**config.mk**
```make
export PLATFORM = sky130hd
export DESIGN_NAME = hazard_ctrl_flat
export DESIGN_NICKNAME = d
export VERILOG_FILES = /design/src/rtl/hazard_ctrl_if.sv /design/src/rtl/hazard_ctrl.sv /design/src/flat_wrapper.sv
export SDC_FILE = /design/constraint.sdc
export NUM_CORES = 1
export LEC_CHECK = 0
export CAP_MARGIN = 10
export CORE_UTILIZATION = 45
export CTS_CLUSTER_SIZE = 10
export DETAILED_ROUTE_END_ITERATION = 8
export PLACE_DENSITY_LB_ADDON = 0.12
export SYNTH_ARGS = -nofsm -noshare
export SYNTH_HDL_FRONTEND = slang
export SYNTH_SLANG_ARGS = --single-unit
```
**constraint.sdc**
```tcl
create_clock -name clock -period 3.2 [get_ports clock]
set_clock_uncertainty 0.2 [all_clocks]
set_input_delay 0.48 -clock clock [delete_from_list [all_inputs] [get_ports clock]]
set_output_delay 0.48 -clock clock [all_outputs]
set_load 0.02 [all_outputs]
```
**src/rtl/hazard_ctrl_if.sv**
```systemverilog
// Purpose: ID-stage instruction fields and redirect in; pipeline hold/flush controls, forward selects and counters out.
// Latency: none (bundle of wires only).
// Backpressure: the stall_* and bubble outputs hold the front of the pipeline; the flush outputs clear it.
interface hazard_ctrl_if #(
    parameter int REG_AW = 5,
    parameter int CNT_W  = 32
);
    // pipeline -> controller
    logic              id_valid;
    logic [REG_AW-1:0] id_rs1;
    logic [REG_AW-1:0] id_rs2;
    logic              id_rs1_used;
    logic              id_rs2_used;
    logic [REG_AW-1:0] id_rd;
    logic              id_regwrite;
    logic              id_memread;
    logic              redirect;

    // controller -> pipeline
    logic              stall_pc;
    logic              stall_if_id;
    logic              bubble_id_ex;
    logic              flush_if_id;
    logic              flush_id_ex;
    logic              flush_ex_mem;
    logic [1:0]        fwd_a;
    logic [1:0]        fwd_b;
    logic              id_byp_a;
    logic              id_byp_b;
    logic [CNT_W-1:0]  stall_cnt;
    logic [CNT_W-1:0]  flush_cnt;

    modport master (
        output id_valid, id_rs1, id_rs2, id_rs1_used, id_rs2_used,
               id_rd, id_regwrite, id_memread, redirect,
        input  stall_pc, stall_if_id, bubble_id_ex,
               flush_if_id, flush_id_ex, flush_ex_mem,
               fwd_a, fwd_b, id_byp_a, id_byp_b, stall_cnt, flush_cnt
    );

    modport slave (
        input  id_valid, id_rs1, id_rs2, id_rs1_used, id_rs2_used,
               id_rd, id_regwrite, id_memread, redirect,
        output stall_pc, stall_if_id, bubble_id_ex,
               flush_if_id, flush_id_ex, flush_ex_mem,
               fwd_a, fwd_b, id_byp_a, id_byp_b, stall_cnt, flush_cnt
    );
endinterface

```
**src/rtl/hazard_ctrl.sv**
```systemverilog
// Purpose: LEGv8 5-stage hazard unit: EX/MEM/WB destination shadow, forwarding selects, load-use/RAW stalls, redirect flushes.
// Latency: all controls combinational in the same cycle; the shadow advances on the same edge as the pipeline registers.
// Backpressure: a hazard holds PC and IF_ID and bubbles ID_EX; a redirect flushes the front three stages and overrides any stall.
module hazard_ctrl #(
    parameter int REG_AW   = 5,
    parameter int ZERO_REG = 31,
    parameter bit FWD_EN   = 1'b1,
    parameter int CNT_W    = 32
) (
    input logic        clock,
    input logic        reset_n,
    hazard_ctrl_if.slave bus
);
    localparam logic [REG_AW-1:0] ZERO_IDX = REG_AW'(ZERO_REG);

    typedef struct packed {
        logic              valid;
        logic [REG_AW-1:0] rd;
        logic              regwrite;
        logic              memread;
        logic [REG_AW-1:0] rs1;
        logic [REG_AW-1:0] rs2;
        logic              rs1_used;
        logic              rs2_used;
    } shadow_t;

    shadow_t ex_q, mem_q, wb_q, id_ent;
    logic    hazard, stall, flush;
    logic [CNT_W-1:0] stall_cnt_q, flush_cnt_q;

    // p writes the register that source r actually reads (XZR never counts)
    function automatic logic writes(input shadow_t p, input logic [REG_AW-1:0] r, input logic used);
        return p.valid && p.regwrite && (p.rd == r) && (r != ZERO_IDX) && used;
    endfunction

    // EX operand select: MEM result is newer than WB, so it wins; a bubble in EX never forwards
    function automatic logic [1:0] fwd_sel(input logic [REG_AW-1:0] r, input logic used);
        logic [1:0] sel;
        sel = 2'b00;
        if (FWD_EN && ex_q.valid) begin
            if (writes(mem_q, r, used))     sel = 2'b01;
            else if (writes(wb_q, r, used)) sel = 2'b10;
        end
        return sel;
    endfunction

    // Pack the ID instruction into a shadow entry and decide stall/flush for this cycle
    always_comb begin
        id_ent          = '0;
        id_ent.valid    = bus.id_valid;
        id_ent.rd       = bus.id_rd;
        id_ent.regwrite = bus.id_regwrite;
        id_ent.memread  = bus.id_memread;
        id_ent.rs1      = bus.id_rs1;
        id_ent.rs2      = bus.id_rs2;
        id_ent.rs1_used = bus.id_rs1_used;
        id_ent.rs2_used = bus.id_rs2_used;

        hazard = 1'b0;
        if (bus.id_valid) begin
            if (FWD_EN) begin
                // only a load in EX cannot be forwarded in time
                hazard = ex_q.memread &&
                         (writes(ex_q, bus.id_rs1, bus.id_rs1_used) ||
                          writes(ex_q, bus.id_rs2, bus.id_rs2_used));
            end else begin
                // no forwarding: wait until the producer sits in WB (covered by the ID bypass)
                hazard = writes(ex_q,  bus.id_rs1, bus.id_rs1_used) ||
                         writes(ex_q,  bus.id_rs2, bus.id_rs2_used) ||
                         writes(mem_q, bus.id_rs1, bus.id_rs1_used) ||
                         writes(mem_q, bus.id_rs2, bus.id_rs2_used);
            end
        end

        // reset forces every control low even if redirect is still asserted upstream
        flush = reset_n && bus.redirect;
        stall = reset_n && hazard && !bus.redirect;
    end

    assign bus.stall_pc     = stall;
    assign bus.stall_if_id  = stall;
    assign bus.bubble_id_ex = stall;
    assign bus.flush_if_id  = flush;
    assign bus.flush_id_ex  = flush;
    assign bus.flush_ex_mem = flush;
    assign bus.fwd_a        = fwd_sel(ex_q.rs1, ex_q.rs1_used);
    assign bus.fwd_b        = fwd_sel(ex_q.rs2, ex_q.rs2_used);
    assign bus.id_byp_a     = bus.id_valid && writes(wb_q, bus.id_rs1, bus.id_rs1_used);
    assign bus.id_byp_b     = bus.id_valid && writes(wb_q, bus.id_rs2, bus.id_rs2_used);
    assign bus.stall_cnt    = stall_cnt_q;
    assign bus.flush_cnt    = flush_cnt_q;

    // WB source fields and memread are carried only so every stage has the same entry shape
    logic unused_wb;
    assign unused_wb = ^{wb_q.memread, wb_q.rs1, wb_q.rs2, wb_q.rs1_used, wb_q.rs2_used};

    // Shadow shift: redirect kills EX/MEM, a stall inserts a bubble in EX, otherwise ID enters EX
    always_ff @(posedge clock or negedge reset_n) begin
        if (!reset_n) begin
            ex_q  <= '0;
            mem_q <= '0;
            wb_q  <= '0;
        end else begin
            wb_q <= mem_q;
            if (bus.redirect) begin
                ex_q  <= '0;
                mem_q <= '0;
            end else if (stall) begin
                ex_q  <= '0;
                mem_q <= ex_q;
            end else begin
                ex_q  <= id_ent;
                mem_q <= ex_q;
            end
        end
    end

    // Saturating stall and flush event counters
    always_ff @(posedge clock or negedge reset_n) begin
        if (!reset_n) begin
            stall_cnt_q <= '0;
            flush_cnt_q <= '0;
        end else begin
            if (stall && (stall_cnt_q != '1))
                stall_cnt_q <= stall_cnt_q + CNT_W'(1);
            if (flush && (flush_cnt_q != '1))
                flush_cnt_q <= flush_cnt_q + CNT_W'(1);
        end
    end
endmodule

```
**src/flat_wrapper.sv**
```systemverilog
// flat-port wrapper written by rule: the top's interface ports become plain ports
module hazard_ctrl_flat 
#(
    parameter int REG_AW   = 5,
    parameter int ZERO_REG = 31,
    parameter bit FWD_EN   = 1'b1,
    parameter int CNT_W    = 32
)
  (clock, reset_n, bus_id_valid, bus_id_rs1, bus_id_rs2, bus_id_rs1_used, bus_id_rs2_used, bus_id_rd, bus_id_regwrite, bus_id_memread, bus_redirect, bus_stall_pc, bus_stall_if_id, bus_bubble_id_ex, bus_flush_if_id, bus_flush_id_ex, bus_flush_ex_mem, bus_fwd_a, bus_fwd_b, bus_id_byp_a, bus_id_byp_b, bus_stall_cnt, bus_flush_cnt);
  hazard_ctrl_if #(.REG_AW(REG_AW), .CNT_W(CNT_W)) bus_i ();
  input logic clock;
  input logic reset_n;
  input wire logic [$bits(bus_i.id_valid)-1:0] bus_id_valid;
  input wire logic [$bits(bus_i.id_rs1)-1:0] bus_id_rs1;
  input wire logic [$bits(bus_i.id_rs2)-1:0] bus_id_rs2;
  input wire logic [$bits(bus_i.id_rs1_used)-1:0] bus_id_rs1_used;
  input wire logic [$bits(bus_i.id_rs2_used)-1:0] bus_id_rs2_used;
  input wire logic [$bits(bus_i.id_rd)-1:0] bus_id_rd;
  input wire logic [$bits(bus_i.id_regwrite)-1:0] bus_id_regwrite;
  input wire logic [$bits(bus_i.id_memread)-1:0] bus_id_memread;
  input wire logic [$bits(bus_i.redirect)-1:0] bus_redirect;
  output wire logic [$bits(bus_i.stall_pc)-1:0] bus_stall_pc;
  output wire logic [$bits(bus_i.stall_if_id)-1:0] bus_stall_if_id;
  output wire logic [$bits(bus_i.bubble_id_ex)-1:0] bus_bubble_id_ex;
  output wire logic [$bits(bus_i.flush_if_id)-1:0] bus_flush_if_id;
  output wire logic [$bits(bus_i.flush_id_ex)-1:0] bus_flush_id_ex;
  output wire logic [$bits(bus_i.flush_ex_mem)-1:0] bus_flush_ex_mem;
  output wire logic [$bits(bus_i.fwd_a)-1:0] bus_fwd_a;
  output wire logic [$bits(bus_i.fwd_b)-1:0] bus_fwd_b;
  output wire logic [$bits(bus_i.id_byp_a)-1:0] bus_id_byp_a;
  output wire logic [$bits(bus_i.id_byp_b)-1:0] bus_id_byp_b;
  output wire logic [$bits(bus_i.stall_cnt)-1:0] bus_stall_cnt;
  output wire logic [$bits(bus_i.flush_cnt)-1:0] bus_flush_cnt;
  assign bus_i.id_valid = bus_id_valid;
  assign bus_i.id_rs1 = bus_id_rs1;
  assign bus_i.id_rs2 = bus_id_rs2;
  assign bus_i.id_rs1_used = bus_id_rs1_used;
  assign bus_i.id_rs2_used = bus_id_rs2_used;
  assign bus_i.id_rd = bus_id_rd;
  assign bus_i.id_regwrite = bus_id_regwrite;
  assign bus_i.id_memread = bus_id_memread;
  assign bus_i.redirect = bus_redirect;
  assign bus_stall_pc = bus_i.stall_pc;
  assign bus_stall_if_id = bus_i.stall_if_id;
  assign bus_bubble_id_ex = bus_i.bubble_id_ex;
  assign bus_flush_if_id = bus_i.flush_if_id;
  assign bus_flush_id_ex = bus_i.flush_id_ex;
  assign bus_flush_ex_mem = bus_i.flush_ex_mem;
  assign bus_fwd_a = bus_i.fwd_a;
  assign bus_fwd_b = bus_i.fwd_b;
  assign bus_id_byp_a = bus_i.id_byp_a;
  assign bus_id_byp_b = bus_i.id_byp_b;
  assign bus_stall_cnt = bus_i.stall_cnt;
  assign bus_flush_cnt = bus_i.flush_cnt;
  hazard_ctrl #(.REG_AW(REG_AW), .ZERO_REG(ZERO_REG), .FWD_EN(FWD_EN), .CNT_W(CNT_W)) u_core (.clock(clock), .reset_n(reset_n), .bus(bus_i));
endmodule
```
==> run metrics <==
wl on met1 4.84 mm; Power per Cell Area 406 nW/um2; WL/cell 15.4 um; CP dominant cell by count clkdlybuf4s50_1; drt first pass iters 4; sequential fraction of the synthesis area 52.5%; clock sinks 98; Worst Setup Start Kind input pin; yosys warns 0; fmax 0.324 GHz; syn nets 456; first-pass GRT wire length 17.5 mm; RSZ-0062 raised after global routing false; post-route setup slack 115 ps; met3 wire len 453 um; vias in the first global route 3,383; WS Path Type in2out; Main synth FF type dfrtp_1; initial antenna violation count 0; total I/O pin count 99; die height 104 um; Die ar. 10,800 um2; largest net degree at the start of global routing 61; Psw 0.636 mW; WL final 10.4 mm; hold_buf cts 0; Final min period 3090 ps; Synth top cells by count dfrtp_1 (98), xnor2_1 (53), xor2_1 (47); Avg Inst Size Synth 10.8 um2; Comb power frac 12.8%; vias 3,442; Worst Setup Slack post-DPL -26.4 ps; routability cong. 0.855; total clock buffers created by CTS 9; final period utilization 96.4%; dominant cell type by area after synthesis dfrtp_1; P_int 1.80 mW; Overall Power 2.44 mW; sequential power share 56.1%; worst slew margin relative to its limit 43.4%; Final Hold Violating Endpoints 0; Post-Syn Instances 431; Initial Util 47.1%; GR Util All Layers 20.4%; DR WL met2 4.99 mm; top-area cell type share of the netlist area 52.5%; site row count 36; crit-path max FO 4; CP peak stage delay 610 ps; area grow syn2layout 28.5%; clk_lat worst skew 360 ps; Cell Area, Synth 4670 um2; DRC Markers 0; CTS Buffer Depth 2; total grt overflow 0; port bufs 98; ratio of cells with drive above 1 in the final layout 7.37%; critical path capture point type primary output; slowest cell on the critical path clkdlybuf4s50_1; sw frac 26.1%; outcome finished, final reports clean; library cells used by synthesis 38; die width 104 um; HP Class in2async; Area contributors post-synth dfrtp_1 (52%), xnor2_1 (9.9%), xor2_1 (8.8%), nand3_1 (3.7%), and2_1 (3.2%); post-DR vias/cell 5.09; CTS clk-pin slew, worst paths 100 ps; Yosys reg bits 98; Peak VDD IR 0.314 mV; fin. max-slew vios 0; worst endpoint required time 2520 ps; Clock Power Share 31.1%; # nets final 565; ant diodes 0; maxcap violations 0; # setup viols final 0; Top delay family on crit path buffers and inverters; DR iter-0 viols 76; clk root buf clkbuf_8; crit-path cells clkdlybuf4s50_1 -> nand3_1 -> o21ai_1 -> nor4_4 -> o21ai_2 -> inv_1 -> clkdlybuf4s50_1; post-CTS setup repair buffer count 0; post-synthesis async set-or-reset flop share 100%; DRT antenna net count 0; Max Used Layer met4; count leader, synth dfrtp_1; leakage power 2.64 nW; Worst-Margin Slew 848 ps; WP data arrival 2410 ps; H-Tree Depth 3; core area 9910 um2; number of synthesized flops with an enable pin 0; placed wire-length estimate 7.76 mm; Bufs and invs on worst path 3; CTS tree done
-- layer usage --
layer  vias up  track usage, %
met1      1671            28.4
li1       1686               -
met4         0            6.22
met2        74            32.2
met3        11            4.14
met5         -               0
-- state kept, by name, indices dropped and copies added, names as in the netlist --
signal                flops
u_core.mem_q              7
u_core.bus.flush_cnt     32
u_core.wb_q               7
u_core.ex_q              20
u_core.bus.stall_cnt     32
-- repair_timing --
action / CTS / global route
resized for setup: 1 / 2
endpoints found under the setup margin: 1 / 4
pin swaps: 0 / 0
endpoints found under the hold margin: 0 / 0
-- cell families after synthesis --
group,Yosys count,share of synthesized area (%)
multiplexers,2,0.482
AND/OR/NAND/NOR,193,23.0
adder cells (fa/ha/maj),2,0.536
XOR/XNOR,101,19.1
buffers and inverters,22,2.28
flip-flops,98,52.5
AO/OA/AOI/OAI,13,2.14
-- worst register-to-register path, delay by kind of cell, from the launching register on --
kind | cells | cell delay, ps
AND/OR/NAND/NOR | 3 | 830
flip-flops | 1 | 450
AO/OA/AOI/OAI | 1 | 680
multiplexers | 1 | 430
-- stage by stage --
stage                     util, %  cells  TNS (ps)  area [um2]  hold slack, ps
final                        60.6    676         0        6010            27.0
after global routing         60.6    676         0        6010            46.8
after floorplan                 -    431         0        4670           -15.6
after CTS                    60.4    675         0        5990            32.5
after detailed placement     58.7    661      -200        5820             160
after global placement       58.7    661         0        5820             158
-- power groups by stage --
stage	Combinational (mW)	Sequential, mW	Clock (mW)
3_5_place_dp	0.313	1.39	0
6_report	0.313	1.37	0.758
4_1_cts	0.315	1.37	0.774
3_3_place_gp	0.309	1.39	0
2_1_floorplan	0.114	1.42	0
5_1_grt	0.344	1.38	0.834
-- final timing paths --
kind	slack, ps	from	to	cells past startpoint
worst max-delay path	110	bus_id_rs2[2]	bus_stall_if_id	7
worst min-delay path	30	reset_n	u_core.bus.flush_cnt[13]	2
worst max register to register	490	u_core.bus.stall_cnt[3]	u_core.bus.stall_cnt[1]	5
worst min register to register	180	u_core.mem_q[19]	u_core.wb_q[19]	0
max in group asynchronous	1660	reset_n	u_core.bus.stall_cnt[20]	3
min in group clock	180	u_core.mem_q[19]	u_core.wb_q[19]	0
-- layout by cell type (no fill, tap or decap), drive strengths merged, types with 3 or more instances in the layout --
cell type       n
a31oi           3
and2           24
and3            6
and4            3
buf             9
clkbuf         10
clkdlybuf4s50  95
clkinv          3
dfrtp          98
inv            14
nand2          31
nand3          35
nand4          20
nor2           19
nor2b           8
nor3           23
nor4           14
o21ai           6
or3             3
or4             3
xnor2          54
xor2           47
-- area by class of cell --
| type | instances | area, um2 |
|---|---|---|
| Fill cell | 876 | 3900 |
| Tap cell | 133 | 166 |
| Sequential cell | 98 | 2450 |
| Clock buffer | 10 | 128 |
| Multi-Input combinational cell | 311 | 2120 |
| Timing Repair Buffer | 106 | 1040 |
| Clock inverter | 4 | 45.0 |
| Inverter | 14 | 52.6 |
Power figures use the tool's default switching activity.
